===== src/rtl/core_pkg.sv =====
// Shared types and constants for the multicycle RV32 control path.
package core_pkg;

  typedef enum logic [3:0] {
    S_FETCH    = 4'd0,
    S_DECODE   = 4'd1,
    S_MEMADR   = 4'd2,
    S_MEMREAD  = 4'd3,
    S_MEMWB    = 4'd4,
    S_MEMWRITE = 4'd5,
    S_EXECR    = 4'd6,
    S_ALUWB    = 4'd7,
    S_EXECI    = 4'd8,
    S_JAL      = 4'd9,
    S_BEQ      = 4'd10,
    S_HALT     = 4'd11
  } state_e;

  localparam logic [3:0] ALU_ADD = 4'b0000;
  localparam logic [3:0] ALU_SUB = 4'b0001;
  localparam logic [3:0] ALU_AND = 4'b0010;
  localparam logic [3:0] ALU_OR  = 4'b0011;
  localparam logic [3:0] ALU_SLT = 4'b1000;

  localparam logic [1:0] ALUOP_ADD   = 2'b00;
  localparam logic [1:0] ALUOP_SUB   = 2'b01;
  localparam logic [1:0] ALUOP_FUNCT = 2'b10;

  localparam logic [1:0] RES_ALUOUT    = 2'b00;
  localparam logic [1:0] RES_DATA      = 2'b01;
  localparam logic [1:0] RES_ALURESULT = 2'b10;

  localparam logic [1:0] SRCA_PC    = 2'b00;
  localparam logic [1:0] SRCA_OLDPC = 2'b01;
  localparam logic [1:0] SRCA_RD1   = 2'b10;

  localparam logic [1:0] SRCB_RD2  = 2'b00;
  localparam logic [1:0] SRCB_IMM  = 2'b01;
  localparam logic [1:0] SRCB_FOUR = 2'b10;

  localparam logic [1:0] IMM_I = 2'b00;
  localparam logic [1:0] IMM_S = 2'b01;
  localparam logic [1:0] IMM_B = 2'b10;
  localparam logic [1:0] IMM_J = 2'b11;

  localparam logic [6:0] OP_LOAD   = 7'b0000011;
  localparam logic [6:0] OP_STORE  = 7'b0100011;
  localparam logic [6:0] OP_RTYPE  = 7'b0110011;
  localparam logic [6:0] OP_ITYPE  = 7'b0010011;
  localparam logic [6:0] OP_BRANCH = 7'b1100011;
  localparam logic [6:0] OP_JAL    = 7'b1101111;

  // Per-state control word; fetch marks the outputs gated by MemReady.
  typedef struct packed {
    logic       fetch;
    logic       pc_update;
    logic       branch;
    logic       adr_src;
    logic       mem_read;
    logic       mem_write;
    logic       reg_write;
    logic [1:0] result_src;
    logic [1:0] alu_src_a;
    logic [1:0] alu_src_b;
    logic [1:0] alu_op;
  } ctrl_t;

  // Immediate format from opcode; anything not S/B/J uses the I layout.
  function automatic logic [1:0] imm_src(input logic [6:0] op);
    logic [1:0] sel;
    case (op)
      OP_STORE:  sel = IMM_S;
      OP_BRANCH: sel = IMM_B;
      OP_JAL:    sel = IMM_J;
      default:   sel = IMM_I;
    endcase
    return sel;
  endfunction

endpackage


===== src/rtl/multicycle_controller_if.sv =====
// Controller <-> datapath/memory signal bundle.
interface multicycle_controller_if;
  logic [31:0] Instr;
  logic        Zero;
  logic        MemReady;
  logic        PCWrite;
  logic        AdrSrc;
  logic        MemRead;
  logic        MemWrite;
  logic        IRWrite;
  logic [1:0]  ResultSrc;
  logic [1:0]  ALUSrcA;
  logic [1:0]  ALUSrcB;
  logic [3:0]  ALUControl;
  logic [1:0]  ImmSrc;
  logic        RegWrite;
  logic        Illegal;
  logic [3:0]  State;

  modport master (
    input  Instr, Zero, MemReady,
    output PCWrite, AdrSrc, MemRead, MemWrite, IRWrite, ResultSrc,
           ALUSrcA, ALUSrcB, ALUControl, ImmSrc, RegWrite, Illegal, State
  );

  modport slave (
    output Instr, Zero, MemReady,
    input  PCWrite, AdrSrc, MemRead, MemWrite, IRWrite, ResultSrc,
           ALUSrcA, ALUSrcB, ALUControl, ImmSrc, RegWrite, Illegal, State
  );
endinterface


===== src/rtl/multicycle_controller_alu_decoder.sv =====
// ALU operation decode shared with the single-cycle core.
module alu_decoder
  import core_pkg::*;
(
  input  logic [1:0] alu_op_i,
  input  logic [2:0] funct3_i,
  input  logic       funct7b5_i,
  input  logic       opb5_i,
  output logic [3:0] alu_control_o
);

  // ALUOp selects fixed add/sub or funct-driven decode.
  always_comb begin
    alu_control_o = ALU_ADD;
    case (alu_op_i)
      ALUOP_ADD: alu_control_o = ALU_ADD;
      ALUOP_SUB: alu_control_o = ALU_SUB;
      ALUOP_FUNCT: begin
        case (funct3_i)
          3'b000:  alu_control_o = (opb5_i && funct7b5_i) ? ALU_SUB : ALU_ADD;
          3'b010:  alu_control_o = ALU_SLT;
          3'b110:  alu_control_o = ALU_OR;
          3'b111:  alu_control_o = ALU_AND;
          default: alu_control_o = ALU_ADD;
        endcase
      end
      default: alu_control_o = ALU_ADD;
    endcase
  end

endmodule


===== src/rtl/multicycle_controller.sv =====
// Multicycle RV32 control FSM: sequences ALU, unified memory port and
// register file; registered Moore control word plus MemReady gating in FETCH.
module multicycle_controller
  import core_pkg::*;
(
  input  logic                           clk,
  input  logic                           rst_n,
  multicycle_controller_if.master        bus
);

  state_e     state_q, state_d;
  ctrl_t      ctrl_q;
  logic       illegal_q;
  logic [6:0] opcode;
  logic [3:0] alu_control;
  logic       unused_instr;

  assign opcode       = bus.Instr[6:0];
  assign unused_instr = ^{bus.Instr[31], bus.Instr[29:15], bus.Instr[11:7]};

  // Control word for each state; the word for the next state is registered
  // so outputs come straight from flops.
  function automatic ctrl_t ctrl_of(input state_e s);
    ctrl_t c;
    c = '0;
    case (s)
      S_FETCH: begin
        c.fetch      = 1'b1;
        c.pc_update  = 1'b1;
        c.mem_read   = 1'b1;
        c.alu_src_a  = SRCA_PC;
        c.alu_src_b  = SRCB_FOUR;
        c.alu_op     = ALUOP_ADD;
        c.result_src = RES_ALURESULT;
      end
      S_DECODE: begin
        c.alu_src_a = SRCA_OLDPC;
        c.alu_src_b = SRCB_IMM;
        c.alu_op    = ALUOP_ADD;
      end
      S_MEMADR: begin
        c.alu_src_a = SRCA_RD1;
        c.alu_src_b = SRCB_IMM;
        c.alu_op    = ALUOP_ADD;
      end
      S_MEMREAD: begin
        c.result_src = RES_ALUOUT;
        c.adr_src    = 1'b1;
        c.mem_read   = 1'b1;
      end
      S_MEMWB: begin
        c.result_src = RES_DATA;
        c.reg_write  = 1'b1;
      end
      S_MEMWRITE: begin
        c.result_src = RES_ALUOUT;
        c.adr_src    = 1'b1;
        c.mem_write  = 1'b1;
      end
      S_EXECR: begin
        c.alu_src_a = SRCA_RD1;
        c.alu_src_b = SRCB_RD2;
        c.alu_op    = ALUOP_FUNCT;
      end
      S_EXECI: begin
        c.alu_src_a = SRCA_RD1;
        c.alu_src_b = SRCB_IMM;
        c.alu_op    = ALUOP_FUNCT;
      end
      S_ALUWB: begin
        c.result_src = RES_ALUOUT;
        c.reg_write  = 1'b1;
      end
      S_JAL: begin
        c.alu_src_a  = SRCA_OLDPC;
        c.alu_src_b  = SRCB_FOUR;
        c.alu_op     = ALUOP_ADD;
        c.result_src = RES_ALUOUT;
        c.pc_update  = 1'b1;
      end
      S_BEQ: begin
        c.alu_src_a  = SRCA_RD1;
        c.alu_src_b  = SRCB_RD2;
        c.alu_op     = ALUOP_SUB;
        c.result_src = RES_ALUOUT;
        c.branch     = 1'b1;
      end
      default: c = '0;
    endcase
    return c;
  endfunction

  // Next-state selection; MemReady only matters in the memory wait states.
  always_comb begin
    state_d = state_q;
    case (state_q)
      S_FETCH:    if (bus.MemReady) state_d = S_DECODE;
      S_DECODE: begin
        case (opcode)
          OP_LOAD, OP_STORE: state_d = S_MEMADR;
          OP_RTYPE:          state_d = S_EXECR;
          OP_ITYPE:          state_d = S_EXECI;
          OP_BRANCH:         state_d = S_BEQ;
          OP_JAL:            state_d = S_JAL;
          default:           state_d = S_HALT;
        endcase
      end
      S_MEMADR:   state_d = opcode[5] ? S_MEMWRITE : S_MEMREAD;
      S_MEMREAD:  if (bus.MemReady) state_d = S_MEMWB;
      S_MEMWB:    state_d = S_FETCH;
      S_MEMWRITE: if (bus.MemReady) state_d = S_FETCH;
      S_EXECR:    state_d = S_ALUWB;
      S_EXECI:    state_d = S_ALUWB;
      S_ALUWB:    state_d = S_FETCH;
      S_JAL:      state_d = S_ALUWB;
      S_BEQ:      state_d = S_FETCH;
      S_HALT:     state_d = S_HALT;
      default:    state_d = S_HALT;
    endcase
  end

  // State, registered control word and sticky illegal flag.
  always_ff @(posedge clk or negedge rst_n) begin
    if (!rst_n) begin
      state_q   <= S_FETCH;
      ctrl_q    <= ctrl_of(S_FETCH);
      illegal_q <= 1'b0;
    end else begin
      state_q   <= state_d;
      ctrl_q    <= ctrl_of(state_d);
      illegal_q <= illegal_q | (state_d == S_HALT);
    end
  end

  alu_decoder u_alu_decoder (
    .alu_op_i      (ctrl_q.alu_op),
    .funct3_i      (bus.Instr[14:12]),
    .funct7b5_i    (bus.Instr[30]),
    .opb5_i        (bus.Instr[5]),
    .alu_control_o (alu_control)
  );

  // PC update in FETCH waits for the instruction word; JAL's does not.
  assign bus.PCWrite    = (ctrl_q.pc_update & (~ctrl_q.fetch | bus.MemReady))
                        | (ctrl_q.branch & bus.Zero);
  assign bus.IRWrite    = ctrl_q.fetch & bus.MemReady;
  assign bus.AdrSrc     = ctrl_q.adr_src;
  assign bus.MemRead    = ctrl_q.mem_read;
  assign bus.MemWrite   = ctrl_q.mem_write;
  assign bus.RegWrite   = ctrl_q.reg_write;
  assign bus.ResultSrc  = ctrl_q.result_src;
  assign bus.ALUSrcA    = ctrl_q.alu_src_a;
  assign bus.ALUSrcB    = ctrl_q.alu_src_b;
  assign bus.ALUControl = alu_control;
  assign bus.ImmSrc     = imm_src(opcode);
  assign bus.Illegal    = illegal_q;
  assign bus.State      = state_q;

endmodule


===== src/flat_wrapper.sv =====
// flat-port wrapper written by rule: the top's interface ports become plain ports
module multicycle_controller_flat import core_pkg::*;
  (clk, rst_n, bus_Instr, bus_Zero, bus_MemReady, bus_PCWrite, bus_AdrSrc, bus_MemRead, bus_MemWrite, bus_IRWrite, bus_ResultSrc, bus_ALUSrcA, bus_ALUSrcB, bus_ALUControl, bus_ImmSrc, bus_RegWrite, bus_Illegal, bus_State);
  multicycle_controller_if bus_i ();
  input  logic clk;
  input  logic rst_n;
  input wire logic [$bits(bus_i.Instr)-1:0] bus_Instr;
  input wire logic [$bits(bus_i.Zero)-1:0] bus_Zero;
  input wire logic [$bits(bus_i.MemReady)-1:0] bus_MemReady;
  output wire logic [$bits(bus_i.PCWrite)-1:0] bus_PCWrite;
  output wire logic [$bits(bus_i.AdrSrc)-1:0] bus_AdrSrc;
  output wire logic [$bits(bus_i.MemRead)-1:0] bus_MemRead;
  output wire logic [$bits(bus_i.MemWrite)-1:0] bus_MemWrite;
  output wire logic [$bits(bus_i.IRWrite)-1:0] bus_IRWrite;
  output wire logic [$bits(bus_i.ResultSrc)-1:0] bus_ResultSrc;
  output wire logic [$bits(bus_i.ALUSrcA)-1:0] bus_ALUSrcA;
  output wire logic [$bits(bus_i.ALUSrcB)-1:0] bus_ALUSrcB;
  output wire logic [$bits(bus_i.ALUControl)-1:0] bus_ALUControl;
  output wire logic [$bits(bus_i.ImmSrc)-1:0] bus_ImmSrc;
  output wire logic [$bits(bus_i.RegWrite)-1:0] bus_RegWrite;
  output wire logic [$bits(bus_i.Illegal)-1:0] bus_Illegal;
  output wire logic [$bits(bus_i.State)-1:0] bus_State;
  assign bus_i.Instr = bus_Instr;
  assign bus_i.Zero = bus_Zero;
  assign bus_i.MemReady = bus_MemReady;
  assign bus_PCWrite = bus_i.PCWrite;
  assign bus_AdrSrc = bus_i.AdrSrc;
  assign bus_MemRead = bus_i.MemRead;
  assign bus_MemWrite = bus_i.MemWrite;
  assign bus_IRWrite = bus_i.IRWrite;
  assign bus_ResultSrc = bus_i.ResultSrc;
  assign bus_ALUSrcA = bus_i.ALUSrcA;
  assign bus_ALUSrcB = bus_i.ALUSrcB;
  assign bus_ALUControl = bus_i.ALUControl;
  assign bus_ImmSrc = bus_i.ImmSrc;
  assign bus_RegWrite = bus_i.RegWrite;
  assign bus_Illegal = bus_i.Illegal;
  assign bus_State = bus_i.State;
  multicycle_controller u_core (.clk(clk), .rst_n(rst_n), .bus(bus_i));
endmodule

===== config.mk =====
export PLATFORM = sky130hd
export DESIGN_NAME = multicycle_controller_flat
export DESIGN_NICKNAME = d
export VERILOG_FILES = /design/src/rtl/core_pkg.sv /design/src/rtl/multicycle_controller_if.sv /design/src/rtl/multicycle_controller_alu_decoder.sv /design/src/rtl/multicycle_controller.sv /design/src/flat_wrapper.sv
export SDC_FILE = /design/constraint.sdc
export NUM_CORES = 1
export LEC_CHECK = 0
export ABC_AREA = 1
export CAP_MARGIN = 40
export CORE_MARGIN = 1.5
export CORE_UTILIZATION = 36
export DETAILED_ROUTE_END_ITERATION = 8
export PLACE_DENSITY = 0.76
export SLEW_MARGIN = 20
export SYNTH_ARGS = -nofsm -noshare
export SYNTH_HDL_FRONTEND = slang
export SYNTH_SLANG_ARGS = --single-unit

===== constraint.sdc =====
create_clock -name clk -period 1.5 [get_ports clk]
set_input_delay 0.45 -clock clk [delete_from_list [all_inputs] [get_ports clk]]
set_output_delay 0.45 -clock clk [all_outputs]
set_load 0.02 [all_outputs]

# [Word-level counts from Yosys, hierarchy flattened]
# Index checks and enable logic that the tools add are counted.
[word_totals] ff_bits=20 in_bits=36 out_inout_bits=23 wordCells=82
[op_classes] n_eq_ne=32 n_mux=19 n_bitwise=7 n_reduce_logical=11
[ops] op="6-bit case mux with 7 select lines" n=1
[ops] op="4-bit by 3-bit == test with 1-bit output (second input constant)" n=8
[ops] op="4-bit == test (second input constant)" n=7
[ops] op="4-bit case mux with 7 select lines" n=1
[ops] op="4-bit case mux with 5 select lines" n=1
[ops] op="4-bit by 2-bit == test with 1-bit output (second input constant)" n=4
[ops] op="4-bit case mux with 4 select lines" n=1
[ops] op="7-bit by 6-bit == test with 1-bit output (second input constant)" n=2
[ops] op="7-bit == test (second input constant)" n=2
[ops] op="4-bit 2-to-1 mux" n=3
[ops] op="2-bit OR reduction" n=5
[ops] op="4-bit by 1-bit == test with 1-bit output (second input constant)" n=2
[ops] op="4-bit logical NOT" n=2
[ops] op="1-bit 2-to-1 mux" n=8
[ops] op="4-bit case mux with 2 select lines" n=1
[ops] op="7-bit by 2-bit == test with 1-bit output (second input constant)" n=1
[ops] op="7-bit by 5-bit == test with 1-bit output (second input constant)" n=1
[ops] op="3-bit == test (second input constant)" n=2
[ops] op="2-bit case mux with 3 select lines" n=1
[ops] op="3-bit OR reduction" n=2
[ops] op="2-bit case mux with 2 select lines" n=1
[ops] op="1-bit AND" n=3
[ops] op="3-bit by 2-bit == test with 1-bit output (second input constant)" n=1
[ops] op="3-bit logical NOT" n=1
[ops] op="other kinds (6)" n=8

# [Depth between registers and ports, before layout]
# Gate-level depths: netlist of run 1.
[logic_depth] depth_word=7 mapped_depth=12 ltp_nobuf=12

# [Modules after synthesis]
# Synthesis of run 1 repeated with hierarchy kept, for this count alone.
[hier_totals] hier_cells=151 area_unflattened_um2=1166.1
[by_module_without_submodules] module="multicycle_controller" instances=1 cells_per_inst=130 area_per_inst_um2=1058.5
[by_module_without_submodules] module="alu_decoder" instances=1 cells_per_inst=21 area_per_inst_um2=107.6

# [Least setup slack after synthesis of run 1]
# OpenSTA, ideal clock, no wires.
[synth_timing] path_kind="register -> output" from="register u_core.ctrl_q[0] (netlist bit)" to="output bus_ALUControl[1]" arrival_time_ps=1401 setup_slack_ps=-351 stages_incl_launch_ff=4 n_path_buf=0 cell_sequence="dfrtp_1 inv_1 ha_1 nor4_1"
[synth_via] elab_chain_cells=2
[synth_rtl] element="start, declared" line="multicycle_controller.sv:12" text="ctrl_t ctrl_q;"
[synth_rtl] element="start signal, assigned" line="multicycle_controller.sv:126" text="ctrl_q <= ctrl_of(S_FETCH);"
[synth_rtl] element="start signal, assigned" line="multicycle_controller.sv:130" text="ctrl_q <= ctrl_of(state_d);"
[synth_rtl] element="2-bit == test or 2-bit by 1-bit == test with 1-bit output (tied branches)" line="multicycle_controller_alu_decoder.sv:15" text="case (alu_op_i)"
[synth_rtl] element="4-bit case mux with 2 select lines (*)" line="multicycle_controller_alu_decoder.sv:15"
[synth_rtl] element="end, declared" line="flat_wrapper.sv:18" text="output wire logic [$bits(bus_i.ALUControl)-1:0] bus_ALUControl;"
# Every way passes the cells marked *; elsewhere a longest branch is shown, timed or not.

# [Final worst setup path of run 1]
[layout_timing] from="register u_core.ctrl_q[1] (netlist bit)" to="output bus_ALUControl[3]"
# Same word-level chain as after synthesis.

==> results of run 1 <==
[metal layers]
metal  vias up  part of all wire
li1        587                 -
met1       573              0.43
met2        41              0.51
met3        11             0.043
met4         0             0.019
met5         -                 0
[logic make-up (layout without fill, tap and decap cells)]
family / count (synthesis) / in the layout
simple gates: 78 / 78
buf+inv: 38 / 104
flops: 20 / 20
compound gates: 11 / 11
fa+ha+maj: 2 / 2
other cells: 1 / 1
[power groups by stage]
stage	Sequential (W)	Combinational (W)	Clock, W
after floorplan	0.000962	0.00114	0
after global placement	0.000875	0.00188	0
after detailed placement	0.000873	0.00189	0
after CTS	0.000863	0.00186	0.000264
after global routing	0.000948	0.00307	0.000295
final	0.000933	0.00287	0.000258
[path summary, 6_finish.rpt]
kind                                           from                      end
worst max-delay path               u_core.ctrl_q[1]        bus_ALUControl[3]
worst min-delay path                          rst_n      u_core.bus.State[1]
worst max register to register  u_core.bus.State[1]        u_core.ctrl_q[13]
worst min register to register   u_core.bus.Illegal       u_core.bus.Illegal
max in group asynchronous                     rst_n  u_core.bus.ResultSrc[1]
min in group clk                 u_core.bus.Illegal       u_core.bus.Illegal
[cell usage after synthesis, types with 2 or more instances]
library cell / n / area [um2]
nand2_1: 29 / 109
inv_1: 28 / 105
nor2_1: 17 / 63.8
dfrtp_1: 15 / 375
nand3_1: 10 / 50.1
buf_4: 7 / 52.6
nand2_2: 6 / 37.5
dfstp_2: 5 / 131
nor2_2: 4 / 25.0
inv_2: 3 / 11.3
nand3_2: 3 / 30.0
o21ai_0: 3 / 15.0
a21oi_1: 2 / 10.0
ha_1: 2 / 25.0
nand4_1: 2 / 12.5
nor2_4: 2 / 22.5
nor3_1: 2 / 10.0
o211ai_1: 2 / 15.0
[per-stage QoR]
stage	cells	worst slack (ns)	utilization	power (W)
after floorplan	150	0.00254	-	0.00210
after global placement	240	-0.869	0.554	0.00275
after detailed placement	240	-0.878	0.554	0.00276
after CTS	250	-0.358	0.574	0.00299
after global routing	260	-0.436	0.682	0.00432
final	260	-0.352	0.682	0.00407
[cell type report]
type | instances | area [um2] | share of cell area
clock buffers | 4 | 26.3 | 0.0125
well taps | 44 | 55.1 | 0.0262
inverters | 31 | 131 | 0.0626
repair buffers | 69 | 609 | 0.290
flip-flops and latches | 20 | 509 | 0.243
multi-input cells | 92 | 768 | 0.366
[state kept, by name, summed over array words and instances, names as in the netlist]
name,flops
u_core.bus.MemWrite,1
u_core.bus.AdrSrc,1
u_core.bus.State,4
u_core.bus.Illegal,1
u_core.bus.ALUSrcB,2
u_core.bus.RegWrite,1
u_core.bus.ALUSrcA,2
u_core.ctrl_q,5
u_core.bus.MemRead,1
u_core.bus.ResultSrc,2
[timing repair]
item,CTS,global route
resized for setup,121,94
setup endpoints to repair,38,26
buffers inserted,6,10
hold endpoints to repair,0,0
gates cloned,0,0
pin swaps,12,20
[placed cells by master (no fill, tap or decap), drive strengths merged]
| master | count |
|---|---|
| buf | 54 |
| nand2 | 36 |
| inv | 30 |
| nor2 | 23 |
| dfrtp | 15 |
| nand3 | 13 |
| dlygate4sd2 | 10 |
| dfstp | 5 |
| clkbuf | 5 |
| o21ai | 4 |
| clkdlybuf4s50 | 3 |
| a21oi | 3 |
| o211ai | 2 |
| nand4 | 2 |
| nor3 | 2 |
| ha | 2 |
| o21bai | 1 |
| clkinv | 1 |
| nor4 | 1 |
| and3 | 1 |
| a22o | 1 |
| conb | 1 |
| clkdlybuf4s15 | 1 |
[worst register-to-register path, cell delays in order, from the launching register on]
cell     delay (ns)
dfrtp_1        0.48
inv_2          0.14
nand2_4        0.10
nor2_1         0.05
nand2_1        0.10
nand2_1        0.07
nor2_1         0.12
nand2_2        0.11
nor2_4         0.18
nand3_4        0.13
nand2_1        0.12
==> metrics.md, run 1 <==
| Metric | Value |
|---|---|
| Crit. End Element | primary output |
| Final GP Congestion | 0.872 |
| Pin count of the biggest net entering global routing | 21 |
| CP delay by family, top | flip-flops |
| Most used DFF post-synth | dfrtp_1 |
| Avg Inst Size Synth | 7.80 um2 |
| CP Launch Type | flop |
| Synthesis warning total | 0 |
| Distinct cell type count after synthesis | 26 |
| Switch share | 0.492 |
| Share of cells above drive strength 1 | 0.690 |
| Unrepaired setup endpoints after global routing | yes |
| Crit path depth | 4 |
| Routed Antenna Nets | 0 |
| Worst-path fanout max | 2 |
| Ys async rst share | 1.00 |
| Met2 usage | 0.253 |
| Nets@finish | 255 |
| Worst-skew pair later-pin latency | 0.30 ns |
| Pint | 0.00206 W |
| Worst hold path class | in2async |
| Max frequency | 0.540 GHz |
| Top Usage Layer GRT | met2 |
| PortBufs | 36 |
| Max stage delay cell, worst path | dfrtp_1 |
| Setup TNS | -2.39 ns |
| Main combinational cell family by area after synthesis | simple AND/OR/NAND/NOR gates |
| Die Y | 60.0 um |
| Mapped Cells | 150 |
| DRC | 0 |
| WP buf/inv | 1 |
| Mux contribution to synthesized area | 0 |
| Flop pwr share | 0.229 |
| Seq/Total Area, Yosys | 0.433 |
| Initial Utilization | 0.380 |
| First-pass GRT wire length | 4.13 mm |
| M3 GR Usage | 0.0476 |
| WP data arrival | 1.40 ns |
| Reg2reg setup slack | -0.17 ns |
| Hold_ws | 0.471 ns |
| Die area | 0.00360 mm2 |
| Fraction of the mapped netlist area in simple logic gates | 0.328 |
| Drt pass-1 iters | 4 |
| CTS Root Cell | clkbuf_4 |
| Ant diodes | 0 |
| Fillers | 225 |
| Period utilization | 1.23 |
| TritonCTS clock tree | yes |
| Setup ws final | -0.352 ns |
| Post-Synth XOR/XNOR Area | 0 |
| Via count | 1212 |
| Synth-to-Final Area Change | 79.5% |
| Mapped cell area | 0.00117 mm2 |
| Core area | 0.00308 mm2 |
| Vias in the first global route | 986 |
| Clock Power Share | 0.063 |
| Leak | 1.09 nW |
| Max Slew Vio Count | 0 |
| Pwr dens | 1940 mW/mm2 |
| Syn nets | 188 |
| R2r worst-path depth | 10 |
| Hpwl dp | 1.85 mm |
| Num CTS Buffers | 3 |
| Rows | 20 |
| Clock slew at reported path FFs | 0.10 ns |
| Clock sink count | 20 |
| Drt wl/cell | 13.1 um |
| Worst VDD drop | 0.00131 V |
| Vias per cell | 4.66 |
| Hold_buf cts | 0 |
| Post-DP Area | 0.00171 mm2 |
| Critical path class | reg2out |
| Failing checks | setup timing |
| Clock skew | 0.00582 ns |
| Met1 Use GR | 0.194 |
| CP Cell Sequence | ha_4 -> nor3_4 -> and3_4 -> buf_6 |
| EDFF count, synth | 0 |
| Yosys reg bits | 20 |
| MaxCap Viol Count | 0 |
| Clock Tree Buf Depth | 2 |
| DRT iter0 DRCs | 41 |
| H-tree Lvls | 1 |
| CP max stage delay | 0.42 ns |
| I/O pins | 59 |
| Outcome | complete, but fails checks |
| Initial antenna violation count | 0 |
| Sw power | 0.00200 W |
| Finished Cell Area | 0.00210 mm2 |
| Setup violators final | 19 |
| Die width | 60.0 um |
| CP Data Required Time | 1.05 ns |
| Total routed wirelength | 3.41 mm |
| Post-synthesis compound-gate area fraction | 0.0695 |
| GRT Residual Overflow | 0 |
| Comb pwr share | 0.707 |
| Total GRT Usage | 0.154 |
| Post-Synth Adder-Cell Area | 0.0214 |
| Final Hold Viols | 0 |
| Final worst path period need | 1.85 ns |
Power figures use the tool's default switching activity.
==> inputs of run 2 (changes only) <==
clock period = 1.6 ns   (was 1.5 ns; I/O delays follow)
==> run 2 against run 1 <==
  * The run still ends with setup timing left
  * Die area did not move
  * Wire length down 20%
  * Global-route usage rose by 0.19 points
  * First-iteration DRC count down 41%
  * Via count shrank 3.8%
  * Utilization is 6.1 points lower
  * Sequential power down 13%
  * Hold slack better by 0.017 ns
  * Largest power group unchanged
==> metrics.md, run 2 (synthesis gave the netlist of run 1 again) <==
| Metric | Value |
|---|---|
| Max frequency | 0.528 GHz |
| MaxCap Viol Count | 0 |
| Num CTS Buffers | 3 |
| Leak | 1.04 nW |
| Initial Utilization | 0.380 |
| Total routed wirelength | 2.73 mm |
| Total GRT Usage | 0.156 |
| Crit. End Element | primary output |
| Drt wl/cell | 10.6 um |
| Pin count of the biggest net entering global routing | 21 |
| TritonCTS clock tree | yes |
| Total area of sequential cells | 509 um2 |
| Worst hold path class | in2async |
| Clock slew at reported path FFs | 0.11 ns |
| Die area | 0.00360 mm2 |
| Util after Layout | 0.622 |
| Setup ws final | -0.296 ns |
| Outcome | complete, but fails checks |
| Vias per cell | 4.50 |
| Die width | 60.0 um |
| CP Data Required Time | 1.12 ns |
| Rows | 20 |
| CP Cell Sequence | inv_2 -> ha_4 -> nor4_4 -> buf_4 |
| Fillers | 261 |
| PortBufs | 36 |
| Pwr dens | 1760 mW/mm2 |
| Top reg by flops | u_core.ctrl_q |
| GRT Residual Overflow | 0 |
| Die Y | 60.0 um |
| Routed Antenna Nets | 0 |
| Critical path class | reg2out |
| Initial antenna violation count | 0 |
| Drt pass-1 iters | 4 |
| Nets@finish | 254 |
| Most frequent cells in the layout | buf_4, nand2_1, inv_1, nand2_2, dlygate4sd2_1 |
| DRT iter0 DRCs | 24 |
| CTS Root Cell | clkbuf_4 |
| Setup violators final | 5 |
| Max Slew Vio Count | 0 |
| WP data arrival | 1.42 ns |
| Clock skew | 0.00741 ns |
| Pre-CTS setup slack | -0.843 ns |
| Max reg flops | 5 |
| I/O pins | 59 |
| Worst r2r src | u_core.bus.State[3] |
| Final GP Congestion | 0.924 |
| Worst-path fanout max | 3 |
| Max stage delay cell, worst path | dfrtp_1 |
| Commonest non-fill, non-tap cell in the layout | buf_4 |
| Unrepaired setup endpoints after global routing | yes |
| Multi-input gate area | 634 um2 |
| Period utilization | 1.18 |
| Final Hold Viols | 0 |
| DRC | 0 |
| First-pass GRT wire length | 4.34 mm |
| Via count | 1166 |
| Hpwl dp | 1.89 mm |
| Failing checks | setup timing |
| Share of cells above drive strength 1 | 0.553 |
| CP Launch Type | flop |
| Synth-to-Final Area Change | 63.5% |
| Crit path from | u_core.ctrl_q[0] |
| Core area | 0.00308 mm2 |
| Ant diodes | 0 |
| H-tree Lvls | 1 |
| Worst-skew pair later-pin latency | 0.30 ns |
| Clock Tree Buf Depth | 2 |
| CP max stage delay | 0.40 ns |
| Vias in the first global route | 1022 |
| Final worst path period need | 1.90 ns |
| Worst VDD drop | 0.00129 V |
| Clock sink count | 20 |
run 2: cell count changes in the layout (fill, tap and decap cells not counted), sizes merged:
cell / previous run / this run
clkbuf: 5 / 4
dlygate4sd2: 10 / 14
clkdlybuf4s50: 3 / 2
buf: 54 / 49
bufinv: 0 / 1
clkdlybuf4s15: 1 / 2
run 2: area by class of cell:
class                           instances  share of cell area
Clock buffer                            3              0.0118
Clock inverter                          1              0.0157
Inverter                               31              0.0647
Multi-Input combinational cell         92               0.332
Sequential cell                        20               0.266
Tap cell                               44              0.0288
Timing Repair Buffer                   68               0.281
run 2: final timing paths:
check / to / slack, ns / cells after the start
max: bus_ALUControl[1] / -0.30 / 4
min: u_core.bus.State[1] / 0.49 / 2
max reg2reg: u_core.bus.ALUSrcB[0] / 0.09 / 10
min reg2reg: u_core.bus.Illegal / 0.49 / 2
max in group asynchronous: u_core.ctrl_q[14] / 0.84 / 2
min in group clk: u_core.bus.Illegal / 0.49 / 2
run 2: critical path, delay by kind of cell, from the launching register on:
family	cells	cell delay [ns]
adders and majority gates	1	0.22
DFF	1	0.40
buffers and inverters	2	0.24
and+or+nand+nor	1	0.25
run 2: where the power goes:
part           leakage, nW  internal (W)  switching [W]
Clock               0.0279      0.000253       0.000155
Sequential           0.242      0.000723      0.0000915
Combinational        0.768      0.000861        0.00128
run 2: repair_timing:
action | in CTS | in global routing
hold endpoints to repair | 0 | 0
gates resized for setup | 105 | 48
hold buffers | 0 | 0
endpoints found under the setup margin | 36 | 25
setup buffers | 8 | 5
pin swaps | 12 | 16
run 2: per-stage QoR:
step / total power (W) / area, um2 / std cells / setup TNS, ns / hold WS (ns)
finish: 0.00336 / 1910 / 259 / -0.971 / 0.487
global route: 0.00361 / 1910 / 259 / -1.41 / 0.509
CTS: 0.00297 / 1770 / 254 / -1.00 / 0.494
detailed placement: 0.00260 / 1680 / 242 / -12.78 / 0.461
global placement: 0.00257 / 1680 / 242 / -12.51 / 0.453
floorplan: 0.00194 / 1180 / 150 / -0.148 / 0.184
run 2: metal layers:
| layer | global-route usage | routed length [um] |
|---|---|---|
| met5 | 0 | 0 |
| met4 | 0.0286 | 25 |
| met3 | 0.0455 | 136 |
| met2 | 0.261 | 1390 |
| met1 | 0.202 | 1180 |
